===== src/rtl/riscv_pkg.sv =====
// Shared RV32I pipeline definitions: widths, reset PC, bubble encoding, IF/ID payload.
package riscv_pkg;

  localparam int unsigned XLEN      = 32;
  localparam logic [XLEN-1:0] RESET_PC  = 32'h0000_0000;
  // add x0,x0,x0 -- architecturally a no-op, used as the IF/ID bubble
  localparam logic [31:0]     NOP_INSTR = 32'h0000_0033;

  typedef struct packed {
    logic [XLEN-1:0] pc;
    logic [31:0]     instr;
    logic            valid;
  } if_id_t;

  localparam if_id_t IF_ID_BUBBLE = '{pc: '0, instr: NOP_INSTR, valid: 1'b0};

endpackage


===== src/rtl/pc_reg.sv =====
// Program counter with next-PC priority mux: branch > flush > stall > sequential.
module pc_reg
  import riscv_pkg::*;
(
  input  logic            clk,
  input  logic            rst_n,
  input  logic            stall,
  input  logic            flush,
  input  logic            branch_taken,
  input  logic [XLEN-1:0] branch_target,
  output logic [XLEN-1:0] pc
);

  logic [XLEN-1:0] pc_q, pc_d;

  // Next-PC selection; a flush still advances since the squashed slot is refetched elsewhere.
  always_comb begin
    pc_d = pc_q + XLEN'(4);
    if (branch_taken) begin
      pc_d = {branch_target[XLEN-1:2], 2'b00};
    end else if (flush) begin
      pc_d = pc_q + XLEN'(4);
    end else if (stall) begin
      pc_d = pc_q;
    end
  end

  // PC state register, asynchronously reset.
  always_ff @(posedge clk or negedge rst_n) begin
    if (!rst_n) begin
      pc_q <= RESET_PC;
    end else begin
      pc_q <= pc_d;
    end
  end

  assign pc = pc_q;

endmodule


===== src/rtl/instr_fetch_stage.sv =====
// IF stage: drives ROM word address from the PC and captures the returned word into IF/ID.
module instr_fetch_stage
  import riscv_pkg::*;
#(
  parameter int unsigned IMEM_AW = 6
) (
  input  logic               clk,
  input  logic               rst_n,
  output logic [IMEM_AW-1:0] imem_addr,
  input  logic [31:0]        imem_data,
  input  logic               stall,
  input  logic               flush,
  input  logic               branch_taken,
  input  logic [XLEN-1:0]    branch_target,
  output logic [XLEN-1:0]    pc_out,
  output logic [XLEN-1:0]    if_id_pc,
  output logic [31:0]        if_id_instr,
  output logic               if_id_valid,
  output logic [31:0]        fetch_count
);

  logic [XLEN-1:0] pc;
  if_id_t          if_id_q, if_id_d;
  logic [31:0]     fetch_count_q, fetch_count_d;

  pc_reg u_pc_reg (
    .clk           (clk),
    .rst_n         (rst_n),
    .stall         (stall),
    .flush         (flush),
    .branch_taken  (branch_taken),
    .branch_target (branch_target),
    .pc            (pc)
  );

  // Upper PC bits are dropped, so fetch wraps around the ROM.
  assign imem_addr = pc[IMEM_AW+1:2];

  // IF/ID and fetch counter next state, same priority order as the PC mux.
  always_comb begin
    if_id_d       = if_id_q;
    fetch_count_d = fetch_count_q;
    if (branch_taken || flush) begin
      if_id_d = IF_ID_BUBBLE;
    end else if (!stall) begin
      if_id_d       = '{pc: pc, instr: imem_data, valid: 1'b1};
      fetch_count_d = fetch_count_q + 32'd1;
    end
  end

  // IF/ID pipeline register and fetch counter.
  always_ff @(posedge clk or negedge rst_n) begin
    if (!rst_n) begin
      if_id_q       <= IF_ID_BUBBLE;
      fetch_count_q <= '0;
    end else begin
      if_id_q       <= if_id_d;
      fetch_count_q <= fetch_count_d;
    end
  end

  assign pc_out      = pc;
  assign if_id_pc    = if_id_q.pc;
  assign if_id_instr = if_id_q.instr;
  assign if_id_valid = if_id_q.valid;
  assign fetch_count = fetch_count_q;

endmodule


===== config.mk =====
export PLATFORM = sky130hd
export DESIGN_NAME = instr_fetch_stage
export DESIGN_NICKNAME = d
export VERILOG_FILES = /design/src/rtl/riscv_pkg.sv /design/src/rtl/pc_reg.sv /design/src/rtl/instr_fetch_stage.sv
export SDC_FILE = /design/constraint.sdc
export NUM_CORES = 1
export LEC_CHECK = 0
export ABC_CLOCK_PERIOD_IN_PS = 1850
export CELL_PAD_IN_SITES_DETAIL_PLACEMENT = 1
export CELL_PAD_IN_SITES_GLOBAL_PLACEMENT = 1
export CORE_ASPECT_RATIO = 1.4
export CORE_MARGIN = 5
export CORE_UTILIZATION = 31
export CTS_CLUSTER_DIAMETER = 100
export DETAILED_ROUTE_END_ITERATION = 16
export PLACE_DENSITY = 0.85
export SLEW_MARGIN = 10
export SYNTH_ARGS = -nofsm -noshare
export SYNTH_HDL_FRONTEND = slang
export SYNTH_SLANG_ARGS = --single-unit

===== constraint.sdc =====
create_clock -name clk -period 1.85 [get_ports clk]
set_clock_uncertainty 0.1 [all_clocks]
set_input_delay 0.4625 -clock clk [delete_from_list [all_inputs] [get_ports clk]]
set_output_delay 0.4625 -clock clk [all_outputs]
set_load 0.05 [all_outputs]

After elaboration in Yosys (flattened, before gate mapping):

Index checks and enable logic that the tools add are counted.

* equality and inequality tests: 2
* bitwise gates (word level): 2
* add/sub/neg operators: 2
* reductions and logical operators: 2
* multiplexer cells: 5

Operator list (number)
* 2-to-1 mux 65 bit: 2
* 2-to-1 mux 32 bit: 3
* adder 32 x 1 -> 32 bit, second input constant: 1
* adder 32 x 3 -> 32 bit, second input constant: 1
* inequality test 3 x 1 -> 1 bit, second input constant: 1
* inequality test 2 x 1 -> 1 bit, second input constant: 1
* NOT 1 bit: 2
* AND reduction 2 bit: 1
* logical OR 1 bit: 1

* register bits after elaboration: 129
* word-level logic and storage cells: 18
* output and inout bits: 135
* input port bits: 69

Longest topological paths before layout:

Gate-level depths: netlist of run 1.

* depth in word-level cells: 4
* mapped depth: 6
* depth with buffers taken out: 5

By module:

Synthesis of run 1 repeated with hierarchy kept, for this count alone.

* cell total of the unflattened synthesis: 476
* area, all modules: 5602.9 um^2

Modules (own cells, without submodules)
* instr_fetch_stage: times used 1, area an instance 3796.1 um^2, cells an instance 283, seq. area each 2432.3 um^2
* pc_reg: times used 1, area an instance 1806.7 um^2, cells an instance 193, seq. area each 750.7 um^2

Worst setup path after synthesis of run 1:

OpenSTA, ideal clock, no wires.

* kind: register to register
* from: register u_pc_reg.pc_q[2] (netlist: u_pc_reg.pc[2])
* to: register u_pc_reg.pc_q[22] (netlist: u_pc_reg.pc[22])
* required time: 1.679 ns
* stages on the path, launching flop included: 6
* library setup time: 0.071 ns
* path buffers: 0
* data arrival time: 2.131 ns
* slack: -0.452 ns
* period minus slack after synthesis: 2.302 ns
* path through: dfrtp_1 ha_1 nand3_2 or4_1 or4_1 nand4_1

* cells in the longest elaborated chain, start to end: 4

Ends and longest elaborated chain
* start, declared: RTL line pc_reg.sv:14 `logic [XLEN-1:0] pc_q, pc_d;`
* start signal, assigned: RTL line pc_reg.sv:33 `pc_q <= pc_d;`
* adder 32 x 3 -> 32 bit (*): RTL line pc_reg.sv:18, pc_reg.sv:22
* 2-to-1 mux 32 bit: RTL line pc_reg.sv:23 `end else if (stall) begin`
* 2-to-1 mux 32 bit (*): RTL line pc_reg.sv:21 `end else if (flush) begin`
* 2-to-1 mux 32 bit (*): RTL line pc_reg.sv:19 `if (branch_taken) begin`

Every way passes the cells marked *; elsewhere a longest branch is shown, timed or not. The select of a mux whose other input is x is not followed.
A chain may end at the register's enable or synchronous reset.

Final worst setup path of run 1:

* from: register u_pc_reg.pc_q[7] (netlist: u_pc_reg.pc[7])
* to: register u_pc_reg.pc_q[23] (netlist: u_pc_reg.pc[23])

Same word-level chain as after synthesis.

==> results of run 1 <==
==> report_power, final <==
group | leakage (nW) | switching (mW) | internal, mW | total (mW)
Sequential | 1.60 | 0.188 | 2.92 | 3.11
Combinational | 2.56 | 1.33 | 1.03 | 2.36
Clock | 0.277 | 1.31 | 2.11 | 3.41
==> worst min-delay path by stage <==
stage	end	cells past startpoint
after floorplan	fetch_count[0]$_DFFE_PN0P_	0
after global placement	fetch_count[16]$_DFFE_PN0P_	1
after detailed placement	fetch_count[12]$_DFFE_PN0P_	1
after CTS	if_id_valid$_DFFE_PN0P_	2
after global routing	if_id_valid$_DFFE_PN0P_	2
final	if_id_valid$_DFFE_PN0P_	2
==> stage by stage <==
stage          hold WS (ns)  TNS, ns  power, mW
2_1_floorplan        0.0669   -0.613       4.24
3_3_place_gp          0.274   -46.40       5.43
3_5_place_dp          0.272   -51.81       5.50
4_1_cts               0.311        0       8.95
5_1_grt               0.338   -0.429       9.19
6_report              0.327  -0.0170       8.88
==> cell families (layout without fill, tap and decap cells) <==
| group | count (synthesis) | after routing |
|---|---|---|
| compound gates | 117 | 117 |
| simple gates | 172 | 172 |
| mux | 3 | 3 |
| flops | 125 | 125 |
| buf+inv | 54 | 334 |
| fa+ha+maj | 2 | 2 |
| other cells | 1 | 4 |
| xor+xnor | 38 | 38 |
==> synth_stat cells (all sizes together), types with 5 or more instances <==
| library cell | number | area share (%) |
|---|---|---|
| nand3 | 24 | 2.2 |
| or4 | 9 | 1.2 |
| and3 | 9 | 0.98 |
| nor3 | 9 | 0.79 |
| dfrtp | 121 | 53 |
| clkbuf | 22 | 1.5 |
| and2 | 9 | 0.98 |
| nand4 | 30 | 3.8 |
| o22a | 5 | 0.76 |
| xor2 | 12 | 1.8 |
| nor2 | 16 | 1.0 |
| xnor2 | 26 | 4.0 |
| a22o | 56 | 8.6 |
| and4 | 11 | 1.7 |
| o211ai | 5 | 0.65 |
| nor4 | 7 | 0.98 |
| buf | 23 | 2.7 |
| inv | 9 | 0.59 |
| o21ai | 17 | 1.5 |
| nand2 | 37 | 2.4 |
==> cell type report <==
| class | count | area share (%) |
|---|---|---|
| inverter | 9 | 0.341 |
| tap | 244 | 3.08 |
| timing repair buffer | 293 | 33.9 |
| clock inverter | 15 | 1.74 |
| multi-input combinational | 336 | 24.7 |
| clock buffer | 17 | 4.29 |
| sequential | 125 | 32.0 |
==> routing by layer <==
layer / vias up / GRT usage, % / wire (um)
met4: 0 / 7.59 / 596
met1: 2759 / 22.4 / 8410
li1: 2445 / - / -
met3: 48 / 4.84 / 1120
met5: - / 0 / 0
met2: 191 / 39.2 / 12400
==> critical path: cells and delay by family (launching register included) <==
kind                   cells  cell delay (ns)
AOI/OAI and AO/OA          1             0.29
DFF                        1             0.36
and+or+nand+nor            3             0.62
buffers and inverters      2             0.37
==> what timing repair did <==
item	CTS	global route
gates resized for setup	11	9
pin swaps	2	6
setup endpoints to repair	38	20
endpoints found under the hold margin	26	0
hold buffers	1	0
setup buffers	0	7
==> reports/qor.txt, run 1 <==
Final Util -> 53.9%
Simple-gate share of the synthesized area -> 17.7%
Origin of the worst setup path -> u_pc_reg.pc[7]$_DFFE_PN0N_
RSZ-0062 raised after global routing -> yes
Flops & latches, synth -> 125
Yosys warning total -> 0
Detailed placement HPWL -> 16500 um
Core Rows -> 59
Reg2reg end -> u_pc_reg.pc[23]$_DFFE_PN0N_
CP Capture Type -> flop
Avg Vias per Cell -> 5.24
Initial antenna violation count -> 0
Starting Density -> 31.2%
Detailed Route Iter0 Violations -> 332
Most common cell after layout, fill and taps aside -> buf_4
Mapped Area -> 5740 um^2
GRT Overall Usage -> 20.7%
Post-synthesis adder-cell area fraction -> 0.436%
CTS root buf -> clkbuf_16
# nets final -> 853
Die area -> 21400 um^2
Avg Inst Size Synth -> 11.2 um^2
Skew-Pair Late Insertion Delay -> 0.43 ns
Largest net degree at the start of global routing -> 33
Area growth, synth to finish -> 72.7%
Reg-to-reg startpoint -> u_pc_reg.pc[7]$_DFFE_PN0N_
Overflow left after global routing -> 0
CP Data Required Time -> 2.06 ns
Number of fill cells -> 1867
CTS HTree Levels -> 4
Clock Path Buffers -> 2
I/O Pins -> 204
Main combinational cell family by area after synthesis -> simple AND/OR/NAND/NOR gates
Hold Path Class -> input pin to flop
Via count -> 5443
Sequential share of the synthesized area -> 54.6%
Port bufs -> 197
Num CTS Buffers -> 17
Delay of the slowest critical-path stage -> 0.36 ns
Crit path max fanout -> 8
Compound-Gate Fraction of Synth Area -> 16.1%
Die Ht -> 171 um
EDFF count, synth -> 0
Placement Cell Area -> 9170 um^2
VDD IR max -> 0.688 mV
Routed Antenna Nets -> 0
Leak -> 4.43 nW
Top FF cell, synth -> dfrtp_1
# setup viols final -> 2
Max_cap viols -> 0
Antenna diodes -> 0
Register-to-Register Path Depth -> 6
Multi-input logic area -> 2440 um^2
Setup ws final -> -0.0148 ns
Failing checks -> setup timing
TritonCTS sink count -> 125
Number of global-route vias before repair -> 6078
Fin area -> 9910 um^2
Most frequent cells in the layout -> buf_4 (146), dfrtp_1 (93), buf_12 (79)
CP cell instances -> buf_4 -> nand4_1 -> buf_4 -> nor2_1 -> nand3_1 -> o311ai_1
Drt pass-1 iters -> 4
Mux cell area share after synthesis -> 0.545%
Final worst path period share -> 101%
Minimum clock period -> 1.86 ns
Die Span X -> 125 um
R2r setup slk -> -0.01 ns
Pwr dens -> 896 nW/um^2
Routed wire length -> 22500 um
DRC viols -> 0
Hold Fails Final Rpt -> 0
Hold wc startpoint -> branch_taken
First-pass GRT wire length -> 34500 um
Gate Count Post-Synth -> 512
Crit path to -> u_pc_reg.pc[23]$_DFFE_PN0N_
Startpoint Class -> flop
Peak Freq -> 536 MHz
Pins Over Slew Limit -> 0
XOR/XNOR Fraction of Synth Area -> 5.80%
DP Cell Count -> 999
Register area -> 3170 um^2
Post-synth ARST share -> 100%
Worst EP arrival -> 2.07 ns
Post-synthesis cell type count -> 53
Crit Path Category -> flop to flop
Clk slew on worst S/H paths -> 0.06 ns
CP most frequent cell -> buf_4
CTS tree -> yes
Post-Layout Cell Count -> 1039
Core Area -> 18400 um^2
Status -> finished, violations left
GP Congestion -> 0.867
Routed wire length per instance -> 21.7 um
Share of cells above drive strength 1 -> 40.5%
Master of the slowest instance on the critical path -> dfrtp_2
Pre-CTS setup slack -> -0.626 ns
Note: power is estimated with default switching activity, not from simulation.
==> run 2, diff against run 1 <==
--- a/config.mk
+++ b/config.mk
@@ -13,7 +13,7 @@
 export CORE_UTILIZATION = 31
 export CTS_CLUSTER_DIAMETER = 100
 export DETAILED_ROUTE_END_ITERATION = 16
-export PLACE_DENSITY = 0.85
+export PLACE_DENSITY_LB_ADDON = 0.1
 export SLEW_MARGIN = 10
 export SYNTH_ARGS = -nofsm -noshare
 export SYNTH_HDL_FRONTEND = slang
==> reports/qor.txt, run 2 (same netlist as run 1, synthesis figures left out) <==
Master of the slowest instance on the critical path -> or4_1
Drt pass-1 iters -> 5 (+1)
CTS root buf -> clkbuf_16
Crit path max-delay family -> simple AND/OR/NAND/NOR gates
CTS tree -> yes
Core Rows -> 59 (unchanged)
Detailed placement HPWL -> 16300 um (-0.89%)
Die area -> 21400 um^2 (unchanged)
Final worst path period share -> 99.7% (-1.1 points)
Hold Path Class -> flop to flop
Clk slew on worst S/H paths -> 0.06 ns (about the same)
Peak Freq -> 542 MHz (+1.1%)
Status -> complete, no violations
# nets final -> 848 (-0.59%)
Share of cells above drive strength 1 -> 40.1% (-0.38 points)
Hold path endpoint -> fetch_count[31]$_DFFE_PN0P_
# setup viols final -> 0 (-2)
Placement Cell Area -> 9190 um^2 (+0.22%)
CP Data Required Time -> 2.08 ns (+0.02 ns)
Max_cap viols -> 0 (unchanged)
Routed wire length -> 21300 um (-5.2%)
Most common cell after layout, fill and taps aside -> buf_4
Leak -> 4.43 nW (about the same)
CP Capture Type -> flop
GRT Overall Usage -> 19.8% (-0.91 points)
Hold depth -> 1 (-1)
Routed Antenna Nets -> 0 (unchanged)
Avg Vias per Cell -> 5.16 (-1.6%)
Hold wc startpoint -> fetch_count[31]$_DFFE_PN0P_
Multi-input logic area -> 2440 um^2 (-0.20%)
Most frequent cells in the layout -> buf_4 (137), dfrtp_1 (93), buf_12 (82)
CTS HTree Levels -> 4 (unchanged)
Number of global-route vias before repair -> 6010 (-1.1%)
GP Congestion -> 0.859 (-0.92%)
Skew-Pair Late Insertion Delay -> 0.42 ns (about the same)
DP Cell Count -> 995 (-0.40%)
TritonCTS sink count -> 125 (unchanged)
Die Ht -> 171 um (unchanged)
Hold Fails Final Rpt -> 0 (unchanged)
Register-to-Register Path Depth -> 5 (-1)
Register area -> 3170 um^2 (unchanged)
Die Span X -> 125 um (unchanged)
Worst EP arrival -> 2.08 ns (about the same)
R2r setup slk -> 0.005 ns (+0.02 ns)
Fin area -> 9920 um^2 (+0.13%)
Port bufs -> 197 (unchanged)
RSZ-0062 raised after global routing -> yes
Minimum clock period -> 1.84 ns (-0.0202 ns)
Starting Density -> 31.2% (unchanged)
DRC viols -> 0 (unchanged)
Post-Layout Cell Count -> 1034 (-0.48%)
VDD IR max -> 0.447 mV (-35%)
Num CTS Buffers -> 17 (unchanged)
Reg2reg end -> u_pc_reg.pc[29]$_DFFE_PN0N_
Startpoint Class -> flop
Clock Path Buffers -> 2 (unchanged)
Crit path max fanout -> 4 (-4)
Routed wire length per instance -> 20.6 um (-4.8%)
Initial antenna violation count -> 0 (unchanged)
Number of fill cells -> 1867 (unchanged)
Via count -> 5332 (-2.0%)
WP buf/inv -> 1 (-1)
Delay of the slowest critical-path stage -> 0.45 ns (+0.09 ns)
First-pass GRT wire length -> 33300 um (-3.6%)
Pwr dens -> 901 nW/um^2 (+0.49%)
Antenna diodes -> 0 (unchanged)
Critical path depth in cells -> 5 (-1)
Core Area -> 18400 um^2 (unchanged)
Crit Path Category -> flop to flop
I/O Pins -> 204 (unchanged)
Overflow left after global routing -> 0 (unchanged)
CP cell instances -> buf_4 -> and4_2 -> nand4_1 -> or4_1 -> a31oi_1
Area growth, synth to finish -> 72.9%
Reg-to-reg startpoint -> u_pc_reg.pc[2]$_DFFE_PN0N_
Detailed Route Iter0 Violations -> 273 (-18%)
Pins Over Slew Limit -> 0 (unchanged)
Largest net degree at the start of global routing -> 44 (+33%)
-- run 2: changes by cell type in the layout (fill, tap and decap cells not counted), sizes merged --
cell,delta
buf,-5
inv,+3
clkinv,+2
clkinvlp,-5
-- run 2: cell type report --
type	instances	area share, %
Inverter	9	0.341
Clock buffer	17	4.29
Tap cell	244	3.08
Timing Repair Buffer	288	33.8
Sequential cell	125	32.0
Multi-Input combinational cell	336	24.6
Clock inverter	15	1.88
-- run 2: how the worst max path moves through the flow --
stage,end,start
after floorplan,u_pc_reg.pc[22]$_DFFE_PN0N_,u_pc_reg.pc[3]$_DFFE_PN0N_
after global placement,u_pc_reg.pc[26]$_DFFE_PN0N_,flush
after detailed placement,u_pc_reg.pc[22]$_DFFE_PN0N_,flush
after CTS,u_pc_reg.pc[22]$_DFFE_PN0N_,u_pc_reg.pc[2]$_DFFE_PN0N_
after global routing,u_pc_reg.pc[29]$_DFFE_PN0N_,u_pc_reg.pc[2]$_DFFE_PN0N_
final,u_pc_reg.pc[29]$_DFFE_PN0N_,u_pc_reg.pc[2]$_DFFE_PN0N_
-- run 2: stage by stage --
stage | hold WS [ns] | setup WS, ns | utilization (%) | TNS (ns) | power [mW]
after detailed placement | 0.263 | -0.589 | 50.0 | -51.31 | 5.53
after global placement | 0.259 | -0.507 | 50.0 | -44.82 | 5.48
after global routing | 0.380 | -0.0636 | 54.0 | -0.207 | 9.29
final | 0.376 | 0.00540 | 54.0 | 0 | 8.94
after floorplan | 0.0669 | -0.150 | - | -0.613 | 4.24
after CTS | 0.379 | -0.0136 | 53.7 | -0.0136 | 9.05
-- run 2: per-layer routing --
metal / share of wire (%) / global-route usage (%) / up-vias
met1: 37 / 22.0 / 2719
met5: 0 / 0 / -
li1: - / - / 2423
met2: 55 / 36.4 / 152
met3: 4.6 / 5.09 / 38
met4: 2.6 / 7.41 / 0
-- run 2: repair_timing --
action                                 4_1_cts  5_1_grt
pin swaps                                    6        8
endpoints found under the hold margin       24        0
cloned                                       0        0
resized for setup                           12        8
buffers inserted                             3        3
setup endpoints to repair                   67       12
hold buffers                                 1        0
-- run 2: where the power goes --
group          leakage, nW  internal (mW)  switching [mW]  total, mW
registers             1.60           2.92           0.180       3.10
logic                 2.53           1.05            1.32       2.38
clock network        0.299           2.14            1.32       3.46
total                 4.43           6.11            2.82       8.93
